### src/rtl/grant_decoder.sv
// grant_decoder: registered one-hot decoder that holds a grant for HOLD cycles
// (or until early release), then forces GAP idle cycles before accepting again.
module grant_decoder #(
   parameter  int IDX_W = 3,
   parameter  int HOLD  = 4,
   parameter  int GAP   = 1,
   localparam int N     = 2**IDX_W
) (
   input  logic             clk,
   input  logic             rst,
   input  logic             in_valid,
   output logic             in_ready,
   input  logic [IDX_W-1:0] in_idx,
   input  logic             in_none,
   input  logic             release_i,
   output logic [N-1:0]     grant,
   output logic             grant_active,
   output logic             done
);
   typedef enum logic [1:0] {S_IDLE, S_GRANT, S_GAP} state_t;
   localparam logic [7:0]   HOLD_C = 8'(HOLD - 1);
   localparam logic [7:0]   GAP_C  = (GAP > 0) ? 8'(GAP - 1) : 8'd0;
   localparam logic [N-1:0] ONE    = 1;
   state_t     r_state;
   logic [7:0] r_cnt;
   logic       w_end;
   assign in_ready = (r_state == S_IDLE);
   assign w_end    = (r_cnt == 8'd0) || release_i;
   always_ff @(posedge clk or posedge rst) begin
      if (rst) begin
         r_state      <= S_IDLE;
         r_cnt        <= 8'd0;
         grant        <= '0;
         grant_active <= 1'b0;
         done         <= 1'b0;
      end else begin
         done <= 1'b0;
         case (r_state)
            S_IDLE: if (in_valid) begin
               if (in_none) done <= 1'b1;
               else begin
                  r_state      <= S_GRANT;
                  grant        <= ONE << in_idx;
                  grant_active <= 1'b1;
                  r_cnt        <= HOLD_C;
               end
            end
            S_GRANT: if (w_end) begin
               r_state      <= (GAP > 0) ? S_GAP : S_IDLE;
               grant        <= '0;
               grant_active <= 1'b0;
               done         <= 1'b1;
               r_cnt        <= GAP_C;
            end else r_cnt <= r_cnt - 8'd1;
            default: if (r_cnt == 8'd0) r_state <= S_IDLE;
                     else r_cnt <= r_cnt - 8'd1;
         endcase
      end
   end
   a_onehot: assert property (@(posedge clk) disable iff (rst) $countones(grant) <= 1);
endmodule
### config.mk
export PLATFORM = sky130hd
export DESIGN_NAME = grant_decoder
export DESIGN_NICKNAME = d
export VERILOG_FILES = /design/src/rtl/grant_decoder.sv
export SDC_FILE = /design/constraint.sdc
export NUM_CORES = 1
export LEC_CHECK = 0
export CORE_MARGIN = 4
export CORE_UTILIZATION = 54
export DETAILED_ROUTE_END_ITERATION = 16
export PLACE_DENSITY = 0.88
export RECOVER_POWER = 25
export SYNTH_ARGS = -nofsm -noshare
export SYNTH_HDL_FRONTEND = slang
export SYNTH_SLANG_ARGS = --single-unit
### constraint.sdc
create_clock -name clk -period 3.2 [get_ports clk]
set_input_delay 0.64 -clock clk [delete_from_list [all_inputs] [get_ports clk]]
set_output_delay 0.64 -clock clk [all_outputs]
set_load 0.02 [all_outputs]
==> flow_summary.json <==
{
  "status": "completed",
  "sw_frac_of_total_pct": 42.6,
  "yosysSeqAreaShare_pct": 48.1,
  "critPathRequiredTime_ps": 2560,
  "track_usage_pct": 19.1,
  "antenna_cells": 0,
  "clock_sinks": 20,
  "layoutNonFillerInstCount": 148,
  "detail-route-antenna-nets": 0,
  "layout_common_cells": "dfrtp_1 (20), clkdlybuf4s50_1 (17), a21oi_1 (13)",
  "syn_avg_cell_area_um2": 10.1,
  "r2r_end": "r_cnt[2]",
  "post-route-drc-count": 0,
  "dp_cells": 144,
  "final_hold_viol_count": 0,
  "nets": 134,
  "yosys_most_used_dff": "dfrtp_1",
  "synth_top_family_by_area": "compound AO/OA/AOI/OAI gates",
  "min_period_ps": 2660,
  "finalSetupTns_ps": 0,
  "crit_path_max_incr_delay_ps": 630,
  "cp.arrival_ps": 2020,
  "yosysTopAreaCell": "dfrtp_1",
  "ios": 19,
  "h-tree-depth": 1,
  "final_common_cell": "dfrtp_1",
  "fill_cells": 138,
  "period_share_pct": 83.0,
  "cp-end-kind": "output pin",
  "cpMaxStageDelayCell": "clkdlybuf4s50_1",
  "syn_inst": 103,
  "row_count": 15,
  "synth_top_area_share_pct": 48.1,
  "crit_type": "register to output pin",
  "drt_pass1_iterations": 5,
  "drive_gt1_share_pct": 9.76,
  "ys_types": 37,
  "cts_root_buffer": "clkbuf_4",
  "hold_path_class": "register to register",
  "core_um2": 1780,
  "via_per_inst": 6.11,
  "cts_buffers": 3,
  "rsz0062_at_grt": "false",
  "max-cap-violations": 0,
  "r2r_slack_ps": 930,
  "setup_viol": 0,
  "grt_max_degree": 21,
  "tightest_slew_ps": 728,
  "num_vias": 904,
  "ys_ff_latch": 20,
  "grt_overflow": 0,
  "drv_slew": 0,
  "grt_pass1_wl_um": 3770,
  "min_to": "grant[4]",
  "switching_power_mw": 0.467,
  "synth_mux_area_share_pct": 0.962,
  "netlist_top_cells_area": "dfrtp_1 (48%), a21oi_1 (6.3%), o21ai_0 (4.3%)",
  "synth_compound_area_share_pct": 23.6,
  "wire_per_inst_um": 15.5,
  "first_iter_violations": 31,
  "clk_pin_slew_ps": 110,
  "syn_to_final_growth_pct": 22.0,
  "rr_worst_depth": 6,
  "die_h_um": 51.9,
  "p_clk_share_pct": 13.3,
  "powerDensity_nw_per_um2": 864,
  "start_kind": "register",
  "utilization_pct": 71.2,
  "internal_power_mw": 0.630,
  "dieArea_um2": 2690,
  "async_reset_ff_share_pct": 100,
  "cts_hold_buf": 0,
  "io_buffer_count": 18,
  "vdd_drop_max_uv": 560,
  "hold_path_startpoint": "grant[4]",
  "chipWidth_um": 51.9,
  "cts_buffer_depth": 2,
  "cts_tree": "yes",
  "synth-adder-area-share_pct": 2.40,
  "antenna_found_initial": 0,
  "place_hpwl_um": 1640,
  "power_frac_comb_pct": 48.8,
  "timing.slew.headroom_pct": 51.4,
  "wl_um": 2290,
  "globalplace.congestion": 0.880,
  "synthSimpleGateAreaFrac_pct": 19.5,
  "insertion_delay_ps": 300,
  "crit_path_max_fanout": 11,
  "postCtsSetupBuffers": 0,
  "r2r-start": "r_cnt[0]",
  "clock_skew_ps": 2.85,
  "synth_fp_nets": 113,
  "cts-resized-gates": 0,
  "holdPathStages": 1,
  "grt_pass1_vias": 843,
  "leakagePower_nw": 0.584,
  "yosysWarningCount": 0,
  "max_freq_mhz": 376,
  "synth-edff-count": 0,
  "yosys.area_share.xor_xnor_pct": 0.841,
  "synth_area_um2": 1040,
  "path_cells": "or2_2, inv_1, clkdlybuf4s50_1",
  "start_util_pct": 58.4,
  "seq_power_share_pct": 38.0,
  "p_total_mw": 1.10
}
power by group through the flow:
stage / sequential, mW / combinational, mW / clock (mW)
6_report: 0.416 / 0.535 / 0.146
3_3_place_gp: 0.412 / 0.502 / 0
4_1_cts: 0.412 / 0.529 / 0.146
3_5_place_dp: 0.416 / 0.521 / 0
5_1_grt: 0.426 / 0.584 / 0.163
2_1_floorplan: 0.418 / 0.370 / 0
metal layers:
| layer | up-vias | wire, um | global-route usage, % |
|---|---|---|---|
| met5 | - | 0 | 0 |
| met4 | 0 | 75 | 9.61 |
| met3 | 14 | 151 | 4.01 |
| met2 | 45 | 1090 | 31.2 |
| met1 | 422 | 977 | 23.7 |
| li1 | 423 | - | - |
cells by family after synthesis:
group                      Yosys count
muxes                                1
xor gates and xnor gates             1
buffers and inverters               10
adders and majority gates            2
DFF                                 20
AOI/OAI and AO/OA                   39
and+or+nand+nor                     30
critical path, delay by kind of cell (launching register included):
kind                   cells  cell delay (ps)
AND/OR/NAND/NOR            1              400
flip-flops                 1              510
buffers and inverters      2              800
Yosys cell counts (2+ instances only):
| cell | instances |
|---|---|
| inv_1 | 8 |
| nor3_1 | 3 |
| nand2_1 | 3 |
| a21o_1 | 6 |
| a21oi_1 | 13 |
| o31ai_1 | 2 |
| nor2_1 | 2 |
| ha_1 | 2 |
| o21ai_0 | 9 |
| o211ai_1 | 2 |
| nor3b_1 | 4 |
| nand3_1 | 3 |
| o2bb2ai_1 | 2 |
| or3_1 | 2 |
| dfrtp_1 | 20 |
sequential cells by signal (all words and copies together) (netlist names):
name and count:
grant 8, r_cnt 8, r_state 2, done 1, grant_active 1
layout make-up:
type | count | area [um2] | share of cell area, %
sequential | 20 | 500 | 39.4
multi-input combinational | 73 | 492 | 38.7
timing repair buffer | 18 | 180 | 14.2
clock buffer | 4 | 36.3 | 2.86
tap | 25 | 31.3 | 2.46
inverter | 8 | 30.0 | 2.36
through the flow:
| stage | cell area, um2 | setup slack, ps | hold WS (ps) |
|---|---|---|---|
| finish | 1270 | 543 | 484 |
| global route | 1270 | 469 | 509 |
| CTS | 1270 | 560 | 491 |
| detailed placement | 1230 | 870 | 466 |
| global placement | 1230 | 943 | 459 |
| floorplan | 1040 | 1440 | 491 |
worst max-delay path by stage:
stage,start,to,slack (ps),cells after the start
global placement,r_state[1],in_ready,940,3
detailed placement,in_valid,r_cnt[5],870,5
floorplan,r_cnt[0],grant[0],1440,6
global route,r_state[1],in_ready,470,3
finish,r_state[1],in_ready,540,3
CTS,r_state[1],in_ready,560,3
No activity file was read; power rests on OpenSTA's default activity.
